**config.mk**
```make
export PLATFORM = sky130hd
export DESIGN_NAME = mod_counter_n
export DESIGN_NICKNAME = d
export VERILOG_FILES = /design/src/rtl/mod_counter_n.sv
export SDC_FILE = /design/constraint.sdc
export NUM_CORES = 1
export LEC_CHECK = 0
export BUFFER_PORTS_ARGS = -buffer_cell sky130_fd_sc_hd__buf_2
export CAP_MARGIN = 10
export CORE_MARGIN = 1.5
export CORE_UTILIZATION = 45
export DETAILED_ROUTE_END_ITERATION = 16
export PLACE_DENSITY = 0.81
export SLEW_MARGIN = 20
export SYNTH_ARGS = -nofsm -noshare
export SYNTH_HDL_FRONTEND = slang
export SYNTH_SLANG_ARGS = --single-unit
```
**constraint.sdc**
```tcl
create_clock -name clk -period 1.8 [get_ports clk]
set_clock_uncertainty 0.15 [all_clocks]
set_input_delay 0.27 -clock clk [delete_from_list [all_inputs] [get_ports clk]]
set_output_delay 0.27 -clock clk [all_outputs]
set_load 0.02 [all_outputs]
```
**src/rtl/mod_counter_n.sv**
```systemverilog
// Up/down modulo-(MAX+1) counter with variable step, wrap or saturate overflow
// handling, a one-cycle carry/borrow pulse and a sticky overflow flag.
module mod_counter_n #(
    parameter int N   = 11,
    parameter int S   = 1,
    parameter int MAX = 2**N - 1,
    parameter bit SAT = 1'b0
) (
    input  logic         clk,
    input  logic         rst,
    input  logic         en,
    input  logic         up,
    input  logic [S-1:0] step,
    input  logic         clr,
    input  logic         ld,
    input  logic [N-1:0] ld_val,
    input  logic         ovf_clr,
    output logic [N-1:0] cnt,
    output logic         cout,
    output logic         ovf,
    output logic         zero,
    output logic         full
);

    // One extra bit so sums and MAX+1 never overflow the arithmetic.
    localparam int             W     = N + 1;
    localparam logic [N-1:0]   MAX_N = N'(MAX);
    localparam logic [W-1:0]   MAX_W = W'(MAX);
    localparam logic [W-1:0]   MOD_W = MAX_W + W'(1);

    logic [N-1:0] cnt_q, cnt_d;
    logic         cout_q, cout_d;
    logic         ovf_q, ovf_d;

    logic [W-1:0] cnt_w;
    logic [W-1:0] step_w;
    logic [W-1:0] step_m;
    logic [W-1:0] sum_raw;
    logic [W-1:0] sum_w;
    logic         up_evt;
    logic         dn_evt;
    logic [N-1:0] up_val;
    logic [N-1:0] dn_val;
    logic         ovf_set;

    // Events are judged on the raw step; the wrapped value uses step mod (MAX+1).
    always_comb begin
        cnt_w   = {1'b0, cnt_q};
        step_w  = W'(step);
        step_m  = step_w % MOD_W;
        sum_raw = cnt_w + step_w;
        sum_w   = cnt_w + step_m;
        up_evt  = (sum_raw > MAX_W);
        dn_evt  = (step_w > cnt_w);

        if (SAT && up_evt) begin
            up_val = MAX_N;
        end else if (sum_w > MAX_W) begin
            up_val = N'(sum_w - MOD_W);
        end else begin
            up_val = N'(sum_w);
        end

        if (SAT && dn_evt) begin
            dn_val = '0;
        end else if (step_m <= cnt_w) begin
            dn_val = N'(cnt_w - step_m);
        end else begin
            dn_val = N'(cnt_w + MOD_W - step_m);
        end
    end

    always_comb begin
        cnt_d   = cnt_q;
        cout_d  = 1'b0;
        ovf_set = 1'b0;
        if (clr) begin
            cnt_d = '0;
        end else if (ld) begin
            if (ld_val > MAX_N) begin
                cnt_d   = MAX_N;
                ovf_set = 1'b1;
            end else begin
                cnt_d = ld_val;
            end
        end else if (en) begin
            if (up) begin
                cnt_d   = up_val;
                cout_d  = up_evt;
                ovf_set = up_evt;
            end else begin
                cnt_d   = dn_val;
                cout_d  = dn_evt;
                ovf_set = dn_evt;
            end
        end
        // A new event in the same cycle as ovf_clr keeps the flag set.
        ovf_d = ovf_set | (ovf_q & ~ovf_clr);
    end

    always_ff @(posedge clk or negedge rst) begin
        if (!rst) begin
            cnt_q  <= '0;
            cout_q <= 1'b0;
            ovf_q  <= 1'b0;
        end else begin
            cnt_q  <= cnt_d;
            cout_q <= cout_d;
            ovf_q  <= ovf_d;
        end
    end

    assign cnt  = cnt_q;
    assign cout = cout_q;
    assign ovf  = ovf_q;
    assign zero = (cnt_q == '0);
    assign full = (cnt_q == MAX_N);

endmodule

```
==> results of run 1 <==
final cells by class:
| type | count | share of cell area [%] |
|---|---|---|
| Clock inverter | 1 | 0.3079 |
| Multi-Input combinational cell | 92 | 51.50 |
| Timing Repair Buffer | 58 | 22.40 |
| Clock buffer | 3 | 1.386 |
| Tap cell | 28 | 2.156 |
| Inverter | 9 | 2.079 |
| Sequential cell | 13 | 20.17 |
cell usage after synthesis (3+ instances only):
| library cell | count |
|---|---|
| sky130_fd_sc_hd__dfrtp_1 | 13 |
| sky130_fd_sc_hd__nor2_1 | 13 |
| sky130_fd_sc_hd__inv_1 | 9 |
| sky130_fd_sc_hd__a211oi_1 | 6 |
| sky130_fd_sc_hd__nor3_1 | 6 |
| sky130_fd_sc_hd__nand2_1 | 5 |
| sky130_fd_sc_hd__ha_1 | 4 |
| sky130_fd_sc_hd__nor4_1 | 4 |
| sky130_fd_sc_hd__a22o_1 | 3 |
| sky130_fd_sc_hd__and3_1 | 3 |
| sky130_fd_sc_hd__and4_1 | 3 |
| sky130_fd_sc_hd__buf_6 | 3 |
| sky130_fd_sc_hd__mux2i_1 | 3 |
| sky130_fd_sc_hd__nor3b_1 | 3 |
| sky130_fd_sc_hd__xnor2_1 | 3 |
what timing repair did:
action                     in CTS  in global routing
setup endpoints to repair      11                 12
hold endpoints to repair       13                  0
pin swaps                       6                 11
resized for setup              10                 17
buffers inserted                4                  0
hold buffers                    1                  0
per-stage QoR:
| step | setup TNS [ns] | power (uW) | area, um2 | instances |
|---|---|---|---|---|
| floorplan | -0.7410 | 506.0 | 1166 | 122 |
| global placement | -0.4422 | 619.2 | 1451 | 196 |
| detailed placement | -0.6537 | 629.1 | 1451 | 196 |
| CTS | -0.5540 | 848.6 | 1556 | 204 |
| global route | -1.345 | 917.4 | 1625 | 204 |
| finish | -0.7416 | 876.1 | 1625 | 204 |
report_power, final:
| part | total [uW] | internal [uW] | switching [uW] |
|---|---|---|---|
| Sequential | 337 | 310 | 26.5 |
| Combinational | 341 | 157 | 183 |
| Clock | 199 | 82.7 | 116 |
sequential cells by signal (all words and copies together) (netlist names):
name / flops
ovf: 1
cnt: 11
cout: 1
worst paths after layout:
path                                to  slack, ns      start
worst max register to register  cnt[4]      -0.23     cnt[0]
worst min register to register     ovf       0.37        ovf
worst max-delay path            cnt[4]      -0.23     cnt[0]
max in group asynchronous       cnt[1]       0.98        rst
worst min-delay path            cnt[0]       0.06  ld_val[0]
min in group asynchronous       cnt[8]       0.25        rst
kinds of logic after synthesis:
group           count (synthesis)  share of synthesized area (%)
compound gates                 27                          19.91
xor+xnor                        4                          3.204
buf+inv                        17                          9.725
mux                             3                          2.746
flops                          13                          29.75
simple gates                   54                          30.09
fa+ha+maj                       4                          4.577
per-layer routing:
metal / track usage [%] / vias to the layer above
met3: 6.286 / 2
met2: 47.29 / 72
met5: 0 / -
met4: 3.419 / 0
met1: 35.75 / 583
li1: - / 572
worst reg2reg max path: stages (launching register included):
cell                       delay [ns]
sky130_fd_sc_hd__dfrtp_2         0.45
sky130_fd_sc_hd__inv_2           0.09
sky130_fd_sc_hd__ha_4            0.15
sky130_fd_sc_hd__ha_4            0.15
sky130_fd_sc_hd__or4b_4          0.46
sky130_fd_sc_hd__a21oi_2         0.19
sky130_fd_sc_hd__xnor2_1         0.12
sky130_fd_sc_hd__a211oi_2        0.19
==> flow_results.org, run 1 <==
** Critical path
- CP Cell Sequence :: inv_2, ha_4, ha_4, or4b_4, a21oi_2, xnor2_1, a211oi_2
- The number of cells on the worst reg-to-reg path is 7.
- STA classifies the critical path endpoint as a register.
- Slowest stage cell, crit path :: sky130_fd_sc_hd__or4b_4
- Worst-path fanout max :: 4
- On the worst path, the slowest cell contributes a delay of ~0.46 ns.
- Count of buffer and inverter cells on the critical path :: 1
- Cell seen most often among critical-path stages :: sky130_fd_sc_hd__ha_4
- Among cell families on the critical path, the largest total delay comes from simple AND/OR/NAND/NOR gates.
- Startpoint class of the critical path :: register
- By startpoint and endpoint, the worst setup path is classified as reg2reg.
- The critical path crosses 7 cells after its start point.
- Crit path DAT :: roughly 2.1 ns
- Data on the critical path is required at its endpoint by 1.86 ns.

** Floorplan
- The floorplan step defined a core boundary enclosing between 2000 and 2500 um2.
- In this run the count of I/O pins placed on the die edge is 34.
- Floorplan die height :: about 52 um
- For this configuration, the core starts out at a cell density of 48.50%.
- Die Footprint :: ~2700 um2
- Die W :: between 50 and 60 um
- Row generation in the floorplan step produced 17 rows.

** Timing
- Peak clock frequency supported by timing :: just under 500 MHz
- Setup violations remaining at the end of the flow were counted as 5.
- Part of the cycle the worst path needs :: 112.8%
- Relative slew slack :: between 70% and 80%
- At the pin with the least slew margin, the transition time is between 0.4 and 0.5 ns.
- Setup repair after global routing could not meet its margin everywhere.
- Final hold analysis gives a worst-case slack of between 0.05 and 0.06 ns.
- Number of hold violations in the final report :: 0
- The max-slew violation count came to 0.
- Post-layout min period :: 2.031 ns
- Across all setup checks in the final design, the least slack found is -0.2307 ns.

** Global route
- Entering global routing, the biggest net connects 17 pins.
- GRT Residual Overflow :: 0
- Global-route usage over all layers :: between 20% and 30%
- The via count of the first global-routing pass was roughly 1200.
- The number of antenna violations at the first check in global routing came to 0.
- The first global-routing pass estimated about 5600 um of wire.

** Clock tree
- Counting along the longest clock path gives a buffer depth of 2.
- After clock tree synthesis, the clock-pin slew on the worst setup and hold paths is approximately 0.09 ns.
- Number of sinks on the clock net :: 13
- TritonCTS built the clock tree.
- Cell chosen for the clock root :: sky130_fd_sc_hd__clkbuf_4
- The clock reaches the later pin of the worst-skew pair after around 0.29 ns.
- TritonCTS buffer count :: 3
- H-tree depth :: 1

** Logic synthesis
- Number of flops mapped to enable cells by yosys :: 0
- Share of flip-flops with an asynchronous set or reset :: 100.0%
- Counting distinct cell types in the post-synthesis netlist gives 48.
- Synthesized cell area :: 1094 um2
- Yosys top cell by area :: sky130_fd_sc_hd__dfrtp_1
- Synthesis produced about 120 cells.
- Warning count from the yosys run :: 0
- Sequential-to-total area share from yosys stat :: a little under 30%
- Top post-synthesis cells by area :: sky130_fd_sc_hd__dfrtp_1 30%, sky130_fd_sc_hd__ha_1 4.6%, sky130_fd_sc_hd__nor2_1 4.5%
- Synthesis inferred 13 register bits.
- The number of nets handed over by synthesis was roughly 150.
- Syn avg cell area :: roughly 9 um2
- For this run, the leading register cell type out of synthesis is sky130_fd_sc_hd__dfrtp_1.
- The share of synthesized area in the top cell type comes to a little under 30%.

** Drt
- Post-route met1 wirelength :: roughly 1500 um
- Highest metal layer with signal wires :: met4
- After the first detailed-routing iteration, the DRC count stood at 39.
- Dividing the detail-routed wire length by the instance count gives approximately 18 um.
- Metal2 WL :: 1831 um
- For this run, design rule violations remaining after detail routing come to 0.
- Total via count in the routed design :: 1229
- Summed over all layers, the routed wires come to ~3600 um.
- DR vias/cell :: between 6 and 7
- Detail Route Antenna Nets :: 0
- Detailed-routed wire length on met3 :: between 300 and 400 um
- The pre-antenna-repair detailed-routing pass consisted of 4 iterations.

** Place
- Once detailed placement completed, the half-perimeter wirelength came to between 2000 and 2500 um.
- Count of port buffers added during placement :: 33
- At the end of routability-driven placement, the weighted congestion stood at ~0.91.
- Timing analysis after detailed placement gives a worst setup slack of -0.1405 ns.

** Min path
- Classification of the worst-slack hold path :: in2reg
- The worst hold path passes through 3 cells.

** Cells and area
- From synthesis to final layout, the design area changed by 48.63%.
- Antenna diode count :: 0
- At the end of the flow the core is filled with cells to between 70 and 80%.
- Count of nets after finishing :: 200
- Footprint of the multi-input gates :: between 800 and 900 um2
- The library cell used most frequently in the layout, excluding fill and tap cells, is sky130_fd_sc_hd__buf_2.
- Register area :: roughly 330 um2
- Fillers :: roughly 180
- Of the cells placed in the final design, the portion with a size suffix greater than 1 is a little over half.
- Leading cell types in the layout, fill and taps excluded :: 31 x sky130_fd_sc_hd__buf_2, 25 x sky130_fd_sc_hd__buf_4, 13 x sky130_fd_sc_hd__nor2_1

** Power and ir drop
- Power density cells :: approximately 540 nW/um2
- In this run the static leakage power is 0.0007683 uW.
- VDD sags by at most 0.0004664 V.

** Status
- The run finished, with violations left.
- Violated checks :: negative setup slack

** Job
- Maximum Capacitance Violations :: 0
Power figures use the tool's default switching activity.
==> inputs of run 2 (changes only) <==
CORE_ASPECT_RATIO = 0.75   (was not set)
HOLD_SLACK_MARGIN = 0.02   (was not set)
==> flow_results.org, run 2 (synthesized netlist as in run 1, its figures left out) <==
** Cells and area
- The top cell types in the final layout, fill and taps aside, are 32 x sky130_fd_sc_hd__buf_4, 30 x sky130_fd_sc_hd__buf_2, 13 x sky130_fd_sc_hd__nor2_1.
- The register with the most flip-flops in the layout has 11 of them.
- Relative to the synthesized area, the layout overhead comes to 59.73%.
- Fraction of final layout cells with drive strength greater than 1 :: between 50 and 60%
- Most common library cell in the layout ignoring fill and taps :: sky130_fd_sc_hd__buf_4
- Core Util, Final :: 75.66%
- Count of nets after finishing :: about 210
- Antenna diode count :: 0
- Cell area after layout :: 1747 um2

** Place
- In this run the tool buffered the top-level ports with 33 buffer cells.
- Once detailed placement completed, the half-perimeter wirelength came to between 2000 and 2500 um.
- Summing all placed instances gives a cell area of 1479 um2.
- Gpl congestion :: just under 0.9

** Floorplan
- Number of rows created at floorplan :: 15
- Area inside the core boundary :: approximately 2300 um2
- From left edge to right edge, the die measures about 60 um.
- The die covers around 2700 um2.
- Num ports :: 34
- In this run the vertical extent of the chip is 45.69 um.
- Once the floorplan was initialized, standard cells occupied 47.37% of the core.

** Status
- Violated checks :: negative setup slack
- The run finished, with violations left.

** Clock tree
- Clock latency on the worst-skew pair :: 0.29 ns
- Clock tree synthesis found a total of 13 sinks.
- CTS built an H-tree with a depth of 1.
- Clock-pin slew was measured on the worst setup and hold paths at 0.09 ns.
- Clock tree buffer depth :: 2
- TritonCTS buffer count :: 3
- TritonCTS built the clock tree.
- Cell chosen for the clock root :: sky130_fd_sc_hd__clkbuf_4

** Timing
- Peak clock frequency supported by timing :: approximately 500 MHz
- Part of the cycle the worst path needs :: 111.9%
- Unrepaired setup endpoints after global routing :: true
- Relative slew slack :: between 70% and 80%
- Transition time at the pin with the least slew margin :: ~0.44 ns
- Setup violations remaining at the end of the flow were counted as 9.
- Number of hold violations in the final report :: 0
- Post-layout worst setup margin :: -0.2146 ns
- The max-slew violation count was 0.
- For the finished layout, the period the worst path requires is 2.015 ns.

** Drt
- In this run the remaining antenna-violating nets after routing total 0.
- Routed WL per cell :: approximately 18 um
- Iteration count of the initial detailed-routing pass :: 4
- After detailed routing, the number of remaining DRC violations is 0.
- Detailed routing inserted a total of ~1300 vias.
- Starting DRC count in detailed routing :: 60
- In the routed layout, each cell is associated on average with a via count of ~5.9.
- Wire length after detailed routing :: 3979 um

** Power and ir drop
- The design draws ~920 uW.
- Across the VDD grid, the largest voltage drop is between 0.0003 and 0.0004 V.
- Leakage power :: 0.0008256 uW
- Power density cells :: 526.1 nW/um2

** Global route
- Pin count of the biggest net entering global routing :: 17
- GRT Residual Overflow :: 0
- In the global route stage, overall resource usage came out at between 20 and 30%.
- The first global-routing pass estimated approximately 5900 um of wire.
- Via count of the first global-routing pass :: between 1000 and 1500
- The number of antenna violations at the first check in global routing is 0.

** Critical path
- Top Family by Delay on Critical Path :: simple AND/OR/NAND/NOR gates
- Startpoint class of the critical path :: register
- For this design, the slowest cell found on the critical path is sky130_fd_sc_hd__or4b_4.
- CP Cell Sequence :: inv_2, ha_4, ha_4, or4b_4, a21oi_2, xnor2_1, a211oi_2
- STA puts the critical path data arrival time at 2.04 ns.
- Category of the most critical setup path :: reg2reg
- STA puts the critical path data required time at between 1.5 and 2 ns.
- Biggest cell delay along the critical path :: roughly 0.47 ns
- Together, buffers and inverters on the worst path number 1.
- Counting stages on the worst path, the most repeated cell is sky130_fd_sc_hd__ha_4.
- The worst setup path is captured at a register.
- Worst-path fanout max :: 4

** Min path
- The min-delay analysis places its worst path in the category in2reg.

** Job
- Across the run, the number of max-cap violations was 0.
[run 2: changes by cell type in the layout (fill, tap and decap cells not counted), moves of 3 or more]
cell,previous run,this run
sky130_fd_sc_hd__buf_6,1,5
sky130_fd_sc_hd__dfrtp_2,2,5
sky130_fd_sc_hd__buf_4,25,32
sky130_fd_sc_hd__dfrtp_1,11,8
[run 2: layout make-up]
type / instances / area [um2]
repair buffers: 69 / 476.7
multi-input cells: 92 / 834.6
inverters: 9 / 33.78
clock inverters: 1 / 5.005
fillers: 167 / 561.8
well taps: 34 / 42.54
flip-flops and latches: 13 / 331.6
clock buffers: 3 / 22.52
[run 2: timing repair]
action                                  CTS  global route
cloned                                    0             0
gates resized for setup                  17            15
hold buffers                              1             0
setup buffers                            10             4
endpoints found under the setup margin   11            13
hold endpoints to repair                 13             0
pin swaps                                 7            18
[run 2: layer usage]
layer	GRT usage, %	wire, um
met1	36.33	1671
met2	49.35	1951
met3	8.523	267
met4	10.22	89
met5	0	0
[run 2: metrics by stage]
step	setup WS, ns	setup TNS (ns)	std cells	hold slack (ns)
final	-0.2146	-0.7793	221	0.06277
after global routing	-0.2844	-1.444	221	0.06756
after CTS	-0.1618	-0.6224	217	0.06250
after detailed placement	-0.1813	-0.8967	203	0.03036
after global placement	-0.1795	-0.7474	203	0.02435
after floorplan	-0.1457	-0.7410	122	-0.1756
[run 2: final timing paths]
path,startpoint,endpoint,slack (ns),cells past startpoint
setup / recovery,cnt[0],cnt[4],-0.21,7
hold / removal,ld_val[0],cnt[0],0.06,3
setup reg to reg,cnt[0],cnt[4],-0.21,7
hold reg to reg,ovf,ovf,0.35,2
max in group asynchronous,rst,cnt[0],1.00,2
min in group asynchronous,rst,cnt[10],0.24,2
[run 2: tightest hold or removal path, cell delays in order]
cell and delay, ns:
sky130_fd_sc_hd__buf_2 0.08, sky130_fd_sc_hd__a21oi_1 0.05, sky130_fd_sc_hd__nor2_1 0.07
[run 2: where the power goes]
group / leakage, uW / switching [uW] / total [uW] / internal, uW
Sequential: 0.000164 / 27.1 / 339 / 311
Clock: 0.0000177 / 117 / 200 / 82.8
Combinational: 0.000644 / 195 / 381 / 186
